## src/rtl/hdc_am_pkg.sv

```systemverilog
// hdc_am_pkg: search state type and width helpers for the folded AM search.
package hdc_am_pkg;
    typedef enum logic [1:0] {IDLE, ISSUE, DRAIN, DONE} am_state_t;
    localparam int DEF_HV_DIMENSION = 2000;
    localparam int DEF_AM_NUM_FOLDS = 50;
    function automatic int fold_width(input int hv, input int n);
        return hv / n;
    endfunction
    function automatic int dist_width(input int hv);
        return $clog2(hv + 1);
    endfunction
    function automatic int idx_width(input int n);
        return n > 1 ? $clog2(n) : 1;
    endfunction
endpackage

```

## src/rtl/am_dist_accum.sv

```systemverilog
// am_dist_accum: clearable running sum of one prototype's partial distances.
module am_dist_accum #(
    parameter int PDIST_WIDTH = 6,
    parameter int DIST_WIDTH = 11
) (
    input  logic                   clk,
    input  logic                   rst,
    input  logic                   clr,
    input  logic                   en,
    input  logic [PDIST_WIDTH-1:0] pdist,
    output logic [DIST_WIDTH-1:0]  total
);
    logic [DIST_WIDTH-1:0] acc;
    assign total = acc + (en ? DIST_WIDTH'(pdist) : '0);
    always_ff @(posedge clk)
        if (rst || clr) acc <= '0;
        else acc <= total;
endmodule

```

## src/rtl/am_fold_controller.sv

```systemverilog
// am_fold_controller: steps the AM fold index, sums per-prototype distances, emits labels.
module am_fold_controller
    import hdc_am_pkg::*;
#(
    parameter int AM_NUM_FOLDS = DEF_AM_NUM_FOLDS,
    parameter int HV_DIMENSION = DEF_HV_DIMENSION,
    localparam int FOLD_WIDTH = fold_width(HV_DIMENSION, AM_NUM_FOLDS),
    localparam int PDIST_WIDTH = $clog2(FOLD_WIDTH + 1),
    localparam int DIST_WIDTH = dist_width(HV_DIMENSION),
    localparam int IDX_WIDTH = idx_width(AM_NUM_FOLDS)
) (
    input  logic                   clk,
    input  logic                   rst,
    input  logic                   qry_valid,
    output logic                   qry_ready,
    output logic                   qry_done,
    output logic                   fold_en,
    output logic [IDX_WIDTH-1:0]   fold_idx,
    input  logic [PDIST_WIDTH-1:0] pdist_v0,
    input  logic [PDIST_WIDTH-1:0] pdist_v1,
    input  logic [PDIST_WIDTH-1:0] pdist_a0,
    input  logic [PDIST_WIDTH-1:0] pdist_a1,
    output logic                   dout_valid,
    input  logic                   dout_ready,
    output logic                   valence,
    output logic                   arousal
);
    am_state_t state, state_nxt;
    logic [IDX_WIDTH-1:0] fold_idx_nxt;
    logic acc_en, clr, last;
    logic [DIST_WIDTH-1:0] tot_v0, tot_v1, tot_a0, tot_a1;

    assign qry_ready = state == IDLE;
    assign fold_en = state == ISSUE;
    assign dout_valid = state == DONE;
    assign last = fold_idx == IDX_WIDTH'(AM_NUM_FOLDS - 1);

    always_comb begin
        state_nxt = state;
        fold_idx_nxt = fold_idx;
        clr = 1'b0;
        case (state)
            IDLE: if (qry_valid) begin
                clr = 1'b1;
                fold_idx_nxt = '0;
                state_nxt = ISSUE;
            end
            ISSUE: begin
                fold_idx_nxt = last ? '0 : fold_idx + 1'b1;
                state_nxt = last ? DRAIN : ISSUE;
            end
            DRAIN: state_nxt = DONE;
            DONE: if (dout_ready) state_nxt = IDLE;
            default: state_nxt = IDLE;
        endcase
    end

    // labels compare the totals including the last fold absorbed on this same edge
    always_ff @(posedge clk) begin
        if (rst) begin
            state <= IDLE;
            fold_idx <= '0;
            acc_en <= 1'b0;
            qry_done <= 1'b0;
            valence <= 1'b0;
            arousal <= 1'b0;
        end else begin
            state <= state_nxt;
            fold_idx <= fold_idx_nxt;
            acc_en <= fold_en;
            qry_done <= state == DRAIN;
            if (state == DRAIN) begin
                valence <= tot_v1 < tot_v0;
                arousal <= tot_a1 < tot_a0;
            end
        end
    end

    am_dist_accum #(.PDIST_WIDTH(PDIST_WIDTH), .DIST_WIDTH(DIST_WIDTH)) u_v0 (
        .clk(clk), .rst(rst), .clr(clr), .en(acc_en), .pdist(pdist_v0), .total(tot_v0));
    am_dist_accum #(.PDIST_WIDTH(PDIST_WIDTH), .DIST_WIDTH(DIST_WIDTH)) u_v1 (
        .clk(clk), .rst(rst), .clr(clr), .en(acc_en), .pdist(pdist_v1), .total(tot_v1));
    am_dist_accum #(.PDIST_WIDTH(PDIST_WIDTH), .DIST_WIDTH(DIST_WIDTH)) u_a0 (
        .clk(clk), .rst(rst), .clr(clr), .en(acc_en), .pdist(pdist_a0), .total(tot_a0));
    am_dist_accum #(.PDIST_WIDTH(PDIST_WIDTH), .DIST_WIDTH(DIST_WIDTH)) u_a1 (
        .clk(clk), .rst(rst), .clr(clr), .en(acc_en), .pdist(pdist_a1), .total(tot_a1));
endmodule

```

## config.mk

```make
export PLATFORM = sky130hd
export DESIGN_NAME = am_fold_controller
export DESIGN_NICKNAME = d
export VERILOG_FILES = /design/src/rtl/hdc_am_pkg.sv /design/src/rtl/am_dist_accum.sv /design/src/rtl/am_fold_controller.sv
export SDC_FILE = /design/constraint.sdc
export NUM_CORES = 1
export LEC_CHECK = 0
export CORE_MARGIN = 10
export CORE_UTILIZATION = 25
export CTS_BUF_LIST = sky130_fd_sc_hd__clkbuf_4 sky130_fd_sc_hd__clkbuf_8
export DETAILED_ROUTE_END_ITERATION = 10
export PLACE_DENSITY_LB_ADDON = 0.1
export SYNTH_ARGS = -nofsm -noshare
export SYNTH_HDL_FRONTEND = slang
export SYNTH_SLANG_ARGS = --single-unit
export TNS_END_PERCENT = 100
```

## constraint.sdc

```tcl
create_clock -name clk -period 8.3 [get_ports clk]
set_clock_uncertainty 0.1 [all_clocks]
set_input_delay 2.49 -clock clk [delete_from_list [all_inputs] [get_ports clk]]
set_output_delay 2.49 -clock clk [all_outputs]
set_load 0.01 [all_outputs]
```

# --- Word level (Yosys, flattened, before mapping) ---
# Cells that the tools add are included.
# W data, S select, Z words.
op_classes:
  addsub: 5
  n_lt_le_gt_ge: 2
  n_eq_ne: 6
  muxes: 13
  reduce_logical: 5
op_table:
  columns: ["cell", "n"]
  rows:
  - ["$add A11 B11 Y11", 4]
  - ["$mux W6", 6]
  - ["$lt A11 B11 Y1", 2]
  - ["$pmux W6 S2", 1]
  - ["$pmux W2 S4", 1]
  - ["$add A6 B1 Y6 const B", 1]
  - ["$eq A6 B6 Y1 const B", 1]
  - ["$mux W2", 3]
  - ["$eq A2 B2 Y1 const B", 2]
  - ["$reduce_and A2 Y1", 2]
  - ["$eq A2 B1 Y1 const B", 1]
  - ["$logic_not A2 Y1", 1]
  - ["$mux W1", 2]
  - ["$ne A2 B1 Y1 const B", 1]
  - ["$ne A2 B2 Y1 const B", 1]
  - ["$reduce_bool A2 Y1", 1]
  - ["$logic_or A1 B1 Y1", 1]
totals:
  regBits: 56
  inputBits: 28
  out_inout_bits: 12
  elab_cells: 41

# --- Longest topological paths before layout ---
# Gate-level depths: netlist of run 1.
logic_depth:
  word_depth: 3
  ltp_mapped: 14
  mapped_depth_nobuf: 13

# --- Modules after synthesis ---
# Synthesis of run 1 repeated with hierarchy kept, for this count alone.
unflattened:
  hier_cells: 440
  area_unflattened_um2: 3870.0
by_module_without_submodules:
  columns: ["module", "instances", "cells_per_inst", "area_per_inst_um2", "seq_area_each_um2"]
  rows:
  - ["am_dist_accum", 4, 77, 689.4, 220.2]
  - ["am_fold_controller", 1, 132, 1112.3, 240.2]

# --- Worst setup path before layout of run 1 ---
# OpenSTA, ideal clock, no wires.
synth_path:
  kind: "input to register"
  start: "input pdist_a0[0]"
  end: "register arousal"
  setup_time_ns: 0.062
  arrival_time_ns: 4.904
  t_required_ns: 8.138
  path_slack_ns: 3.234
  path_stages: 12
  n_path_buf: 0
  cell_sequence: "and2_1 > ha_1 > fa_1 > a21o_1 > a31oi_1 > o21ai_0 > and2_1 > ha_1 > a211o_1 > a211oi_2 > o211ai_1 > nand3_1"
synth_via:
  elab_chain_cells: 3
synth_lines:
  columns: ["element", "line_no", "source"]
  rows:
  - ["start: declaration", "am_fold_controller.sv:21", "input logic [PDIST_WIDTH-1:0] pdist_a0,"]
  - ["$mux W6", "am_dist_accum.sv:14", "assign total = acc + (en ? DIST_WIDTH'(pdist) : '0);"]
  - ["$add A11 B11 Y11", "am_dist_accum.sv:14", null]
  - ["$lt A11 B11 Y1", "am_fold_controller.sv:74", "arousal <= tot_a1 < tot_a0;"]
  - ["end signal: assignment", "am_fold_controller.sv:74", null]
  - ["end: declaration", "am_fold_controller.sv:26", "output logic arousal"]
# Every way passes these cells.
# A chain may end at the register's enable or synchronous reset.

# --- Worst setup path in the final report of run 1 ---
# Same ends and word-level chain as after synthesis.

==> results by group, run 1 <==
Run status
  • Status: complete, no violations

Clock network
  • Clock tree from TritonCTS: done
  • Clk Latency, worst-skew pair: 0.34 ns
  • Hold_buf cts: 0
  • Max clock buf depth: 2
  • Post-CTS sizing: 0
  • Clock-pin slew on the worst setup and hold paths: about 0.11 ns
  • Clock sink total: 56
  • Post-CTS Setup Bufs: 0
  • H-tree levels: 2
  • CTS root buf: clkbuf_8
  • Number of buffers created by CTS: 5

Flow run
  • Maxcap violations: 0

Cells and area
  • Register area: 1121 µm²
  • Multi-input gate area: about 2500 µm²
  • Fin nets: 559
  • Layout cells sized above 1: 5.187%
  • Non-Filler Instances: 670
  • Area Growth Syn to Fin: 17.87%
  • Final core occ: between 20% and 30%
  • # fillers: 1,631
  • N_diodes: 0

Synth
  • Ys async rst share: 0%
  • Sequential-to-total area share from yosys stat: around 30%
  • EDFF count, synth: 0
  • YS warnings: 0
  • Mapped Area: between 3000 and 4000 µm²
  • Syn_nets: 522
  • Most used DFF post-synth: dfxtp_1
  • Post-synth cell types: 56
  • Post-Syn Instances: roughly 440
  • Post-Syn Area per Cell: about 8.6 µm²
  • Count of state elements after synthesis: 56

Worst setup path
  • Critical path launch point type: input port
  • Worst setup EP type: flip-flop
  • CP arrival: ~5.6 ns
  • WS Path Type: input port to flip-flop
  • CP required: around 8.5 ns
  • CP Max Fanout: 6

STA
  • Minimum clock period: around 5.4 ns
  • Fmax: about 180 MHz
  • Period Utilization, post-route: around two thirds
  • TNS Setup: 0 ns
  • WHS: ~0.38 ns
  • Worst-margin pin slew: about 1.0 ns
  • Hold violation count in the final report: 0
  • Relative slew slack: 32.74%
  • Max-slew violations: 0
  • Setup Viol. Count Final: 0
  • RSZ-0062 raised after global routing: false

Floorplan
  • Die area: 20,700 µm²
  • Chip height: between 100 and 150 µm
  • Ports: 40
  • Initial Utilization: roughly 25%
  • Chip width: 143.9 µm
  • Core box area: approximately 15,000 µm²
  • Cell row count: 45

Routing
  • Total Routed Length: a little over 9000 µm
  • Post-route ant nets: 0
  • DRT Pass-1 Iters: 4
  • Routed metal-1 wire length: between 4000 and 5000 µm
  • DR vias: 3,112
  • First DRT Iteration DRCs: between 150 and 200
  • Met2 Wirelength: between 3000 and 4000 µm
  • DR WL met3: between 500 and 600 µm
  • Via density: between 4 and 5
  • Drt drc: 0
  • Max Used Layer: met4
  • WL/cell: around 14 µm

Global routing
  • Initial antenna violation count: 0
  • Total GRT Usage: a little under a tenth
  • Largest net degree at the start of global routing: 26
  • Vias in the first global route: a little over 3,000
  • Remaining Overflow, GRT: 0
  • First-pass GRT wire length: around 15,000 µm

Power and ir drop
  • Worst vdd ir: 0.00006075 V
  • Leakage: just over 2 nW
  • PD cells: 122.1 nW/µm²
  • Final Total Pwr: about 0.00055 W

Placement
  • Post-DP HPWL: 6858 µm
  • Placed insts: roughly 660
  • GPL Wtd Cong: 0.7954
  • Port Buffers: 39

Worst hold path
  • Min-Delay Path Class: flip-flop to flip-flop
kinds of logic (layout without fill, tap and decap cells):
group,count (synthesis),count (layout),share of synthesized area (%)
AO/OA/AOI/OAI,95,95,17.91
buffers and inverters,39,77,4.468
flip-flops,56,56,29.22
AND/OR/NAND/NOR,167,167,22.44
multiplexers,13,13,3.392
adder cells (fa/ha/maj),50,50,17.09
XOR/XNOR,24,24,5.479
cell usage after synthesis (3+ instances only):
library cell,n,area (µm²)
a211o_1,3,26.28
a211oi_1,5,37.54
a21o_1,12,90.09
a21oi_1,19,95.09
a311oi_1,3,26.28
a31oi_1,3,18.77
and2_1,35,219.0
and3_1,3,18.77
buf_4,4,30.03
clkbuf_1,4,15.01
dfxtp_1,56,1121
fa_1,4,80.08
ha_1,46,575.6
inv_1,28,105.1
mux2i_1,13,130.1
nand2_1,35,131.4
nand3_1,21,105.1
nor2_1,36,135.1
nor3_1,5,25.02
o2111ai_1,4,35.03
o211ai_1,5,37.54
o21a_1,9,67.56
o21ai_0,9,45.04
o21bai_1,5,37.54
or2_2,4,25.02
or3_1,12,75.07
xnor2_1,14,122.6
xor2_1,10,87.58
registers in the layout, indices dropped and copies added (netlist names), named ones only:
name and flops:
acc_en 1, arousal 1, fold_idx 6, qry_done 1, state 1, u_a0.acc 11
u_a1.acc 11, u_v0.acc 11, u_v1.acc 11, valence 1
layout make-up:
class	count	area share (%)
Clock buffer	5	1.522
Clock inverter	3	0.9408
Inverter	28	2.324
Timing Repair Buffer	41	8.965
Tap cell	188	5.202
Sequential cell	56	24.79
Multi-Input combinational cell	349	56.25
layout by cell type, fill, tap and decap left out, drive strengths merged, types with 6 or more instances in the layout:
cell           count
dfxtp             56
ha                46
clkdlybuf4s50     39
nor2              36
and2              36
nand2             35
inv               28
nand3             21
a21oi             20
xnor2             14
mux2i             13
a21o              12
or3               12
o21ai             11
xor2              10
o21a               9
o211ai             7
a211oi             7
nor3               6
power breakdown:
part | total, W | internal, W | switching, W
combinational | 0.0000782 | 0.0000379 | 0.0000403
clock | 0.000196 | 0.0000897 | 0.000106
sequential | 0.000278 | 0.000273 | 0.00000462
worst paths after layout:
check,startpoint,cells after the start,end,slack [ns]
min,valence$_SDFFE_PP0P_,2,valence$_SDFFE_PP0P_,0.38
min reg2reg,valence$_SDFFE_PP0P_,2,valence$_SDFFE_PP0P_,0.38
max reg2reg,acc_en$_SDFF_PP0_,12,arousal$_SDFFE_PP0P_,4.72
max,pdist_a0[0],13,arousal$_SDFFE_PP0P_,2.87
stage by stage:
stage / worst slack, ns / cell area, µm²
finish: 2.866 / 4522
global route: 2.637 / 4522
CTS: 2.843 / 4522
detailed placement: 2.487 / 4410
global placement: 2.598 / 4410
floorplan: 3.234 / 3836
routing by layer:
| layer | up-vias | GRT usage (%) |
|---|---|---|
| met4 | 0 | 2.579 |
| met5 | - | 0 |
| met2 | 49 | 13.86 |
| li1 | 1638 | - |
| met1 | 1418 | 11.65 |
| met3 | 7 | 3.366 |
critical path, stage by stage:
cell,delay [ns]
clkdlybuf4s50_1,0.39
and2_1,0.15
ha_1,0.22
fa_1,0.41
a21o_1,0.19
a31oi_1,0.38
o21ai_0,0.19
and2_1,0.17
ha_1,0.30
a211o_1,0.27
a211oi_2,0.22
o211ai_1,0.13
nand3_1,0.10
No activity file was read; power rests on OpenSTA's default activity.
==> run 2: changes to the inputs <==
==> constraint.sdc (replaced) <==
create_clock -name clk -period 4.6 [get_ports clk]
set_clock_uncertainty 0.1 [all_clocks]
set_input_delay 1.38 -clock clk [delete_from_list [all_inputs] [get_ports clk]]
set_output_delay 1.38 -clock clk [all_outputs]
set_load 0.01 [all_outputs]
==> run 2 against run 1 <==
- sequential share of layout area is 0.082 points lower
- routed wire length is 0.57% higher
- setup slack worse by 2.6 ns
- sequential power is 80% higher
- die area stayed put
- clock power is 45% higher
- critical endpoint unchanged
- combinational power is 85% higher
- global-route usage is 0.16 points higher
- utilization is 0.099 points higher
==> results by group, run 2 (same netlist as run 1, synthesis figures left out) <==
Worst hold path
  • Hold_sp: u_a0.acc[9]$_SDFF_PP0_
  • Min-Delay Path Class: flip-flop to flip-flop

Worst setup path
  • Critical path launch point type: input port
  • Crit path cell chain: clkdlybuf4s50_1 > and2_1 > ha_1 > fa_1 > a21o_1 > a31oi_1 > o21ai_0 > and2_1 > ha_1 > a211o_1 > a211oi_2 > o211ai_1 > nand3_1
  • CP Depth: 13 (unchanged)
  • Slowest stage delay, CP: 0.41 ns (about the same)
  • Worst path bufs/invs: 1 (unchanged)
  • R2R depth: 13 (+1)
  • Crit path to: arousal$_SDFFE_PP0P_
  • Worst setup EP type: flip-flop
  • WS Path Type: input port to flip-flop
  • Worst R2R End: valence$_SDFFE_PP0P_
  • Worst r2r src: acc_en$_SDFF_PP0_
  • CP Max Fanout: 6 (unchanged)
  • Crit-path leading delay family: compound AO/OA/AOI/OAI gates
  • CP arrival: 4.55 ns (-1.08 ns)
  • CP required: 4.77 ns (-3.73 ns)
  • Worst path slowest cell: fa_1
  • Flop2flop setup slack: 1.16 ns (-3.56 ns)
  • CP Launch Point: pdist_a0[0]

Routing
  • DRT Pass-1 Iters: 4 (unchanged)
  • Via density: 4.575 (-1.5%)
  • Total Routed Length: 9171 µm (+0.57%)
  • Drt drc: 0 (unchanged)
  • DR vias: 3,088 (-0.77%)
  • Post-route ant nets: 0 (unchanged)
  • WL/cell: 13.59 µm (-0.17%)
  • First DRT Iteration DRCs: 125 (-20%)

Clock network
  • Post-CTS Setup Bufs: 0 (unchanged)
  • Clock sink total: 56 (unchanged)
  • Clock-pin slew on the worst setup and hold paths: 0.10 ns (about the same)
  • Max clock buf depth: 2 (unchanged)
  • Clk Latency, worst-skew pair: 0.32 ns (-0.02 ns)
  • H-tree levels: 2 (unchanged)
  • Post-CTS sizing: 0 (unchanged)
  • CTS root buf: clkbuf_8
  • Hold_buf cts: 0 (unchanged)
  • Number of buffers created by CTS: 5 (unchanged)
  • Clock tree from TritonCTS: done

Cells and area
  • Fin nets: 565 (+1.1%)
  • Most common cell after layout, fill and taps aside: dfxtp_1
  • Area Growth Syn to Fin: 18.26%
  • Layout cells sized above 1: 6.160% (+0.97 points)
  • Most frequent cells in the layout: dfxtp_1 (56), ha_1 (46), clkdlybuf4s50_1 (39)
  • Final instance area: 4537 µm² (+0.33%)
  • Final core occ: 29.95% (+0.099 points)
  • N_diodes: 0 (unchanged)

STA
  • Fmax: 228.4 MHz
  • Hold violation count in the final report: 0 (unchanged)
  • Period Utilization, post-route: between 90% and 100%
  • Minimum clock period: ~4.4 ns
  • Setup Viol. Count Final: 0 (unchanged)
  • Relative slew slack: 59.95% (+27 points)
  • RSZ-0062 raised after global routing: false
  • Worst-margin pin slew: 0.5988 ns (-0.4101 ns)
  • Max-slew violations: 0 (unchanged)
  • Worst setup margin: 0.2221 ns (-2.644 ns)

Flow run
  • Maxcap violations: 0 (unchanged)

Global routing
  • Vias in the first global route: 3,077 (+1.6%)
  • Largest net degree at the start of global routing: 26 (unchanged)
  • First-pass GRT wire length: 15,120 µm (+1.9%)
  • Initial antenna violation count: 0 (unchanged)
  • Total GRT Usage: 9.237% (+0.16 points)
  • Remaining Overflow, GRT: 0 (unchanged)

Floorplan
  • Initial Utilization: 25.33% (unchanged)
  • Core box area: 15,150 µm² (unchanged)
  • Chip width: 143.9 µm (unchanged)
  • Ports: 40 (unchanged)
  • Die area: 20,700 µm² (unchanged)
  • Cell row count: 45 (unchanged)
  • Chip height: 143.9 µm (unchanged)

Placement
  • Post-DP Area: 4456 µm² (+1.0%)
  • Post-DP HPWL: 7104 µm (+3.6%)
  • Pre-CTS setup slack: -0.1081 ns (-2.595 ns)
  • GPL Wtd Cong: 0.7969 (+0.19%)
  • Port Buffers: 39 (unchanged)

Power and ir drop
  • Switching pwr: 0.0002547 W (+69%)
  • P_int: 0.0006744 W (+68%)
  • Logic pwr share: 15.6% (+1.4 points)
  • Clock power share: 30.6% (-4.9 points)
  • Leakage: 2.057 nW (+1.1%)
  • Sequential Power Share: 53.9% (+3.5 points)
  • PD cells: 204.8 nW/µm² (+68%)
  • Worst vdd ir: 0.00009369 V (+54%)
  • Switching Share: 27.41% (+0.056 points)

Run status
  • Status: complete, no violations
run 2: layout make-up:
class / count / area [µm²]
clock inverter: 1 / 5.005
tap: 188 / 235.2
inverter: 28 / 105.1
fill: 1610 / 10610
clock buffer: 6 / 76.32
multi-input combinational: 349 / 2544
timing repair buffer: 47 / 450.4
sequential: 56 / 1121
run 2: power by group through the flow:
stage / combinational, W / sequential, W / clock (W)
6_report: 0.000145 / 0.000500 / 0.000284
5_1_grt: 0.000167 / 0.000502 / 0.000325
4_1_cts: 0.000148 / 0.000501 / 0.000314
3_5_place_dp: 0.000147 / 0.000512 / 0
3_3_place_gp: 0.000146 / 0.000512 / 0
2_1_floorplan: 0.0000942 / 0.000509 / 0
run 2: metal layers:
metal	GRT usage (%)	part of all wire, %	vias to the layer above
li1	-	-	1645
met1	11.96	50	1388
met2	14.00	43	46
met3	2.871	5.7	9
met4	3.439	1.3	0
met5	0	0	-
run 2: per-stage QoR:
stage	cells	total power [W]	hold WS (ns)	TNS, ns
2_1_floorplan	444	0.0006028	0.3513	0
3_3_place_gp	668	0.0006581	0.3658	0
3_5_place_dp	668	0.0006591	0.3713	-0.1081
4_1_cts	675	0.0009629	0.3880	0
5_1_grt	675	0.0009939	0.4164	0
6_report	675	0.0009291	0.3798	0
run 2: how the worst min path moves through the flow:
stage                                          to  slack, ns  cells after the start
after global routing         valence$_SDFFE_PP0P_       0.42                      2
after global placement    u_a1.acc[10]$_SDFF_PP0_       0.37                      2
final                      u_a0.acc[9]$_SDFF_PP0_       0.38                      2
after detailed placement   u_a0.acc[9]$_SDFF_PP0_       0.37                      2
after floorplan            u_v0.acc[9]$_SDFF_PP0_       0.35                      2
after CTS                  u_a0.acc[9]$_SDFF_PP0_       0.39                      2
run 2: tightest hold or removal path: stages, from the launching register on:
cell and delay (ns):
dfxtp_1 0.34, nand2_1 0.05, mux2i_1 0.05
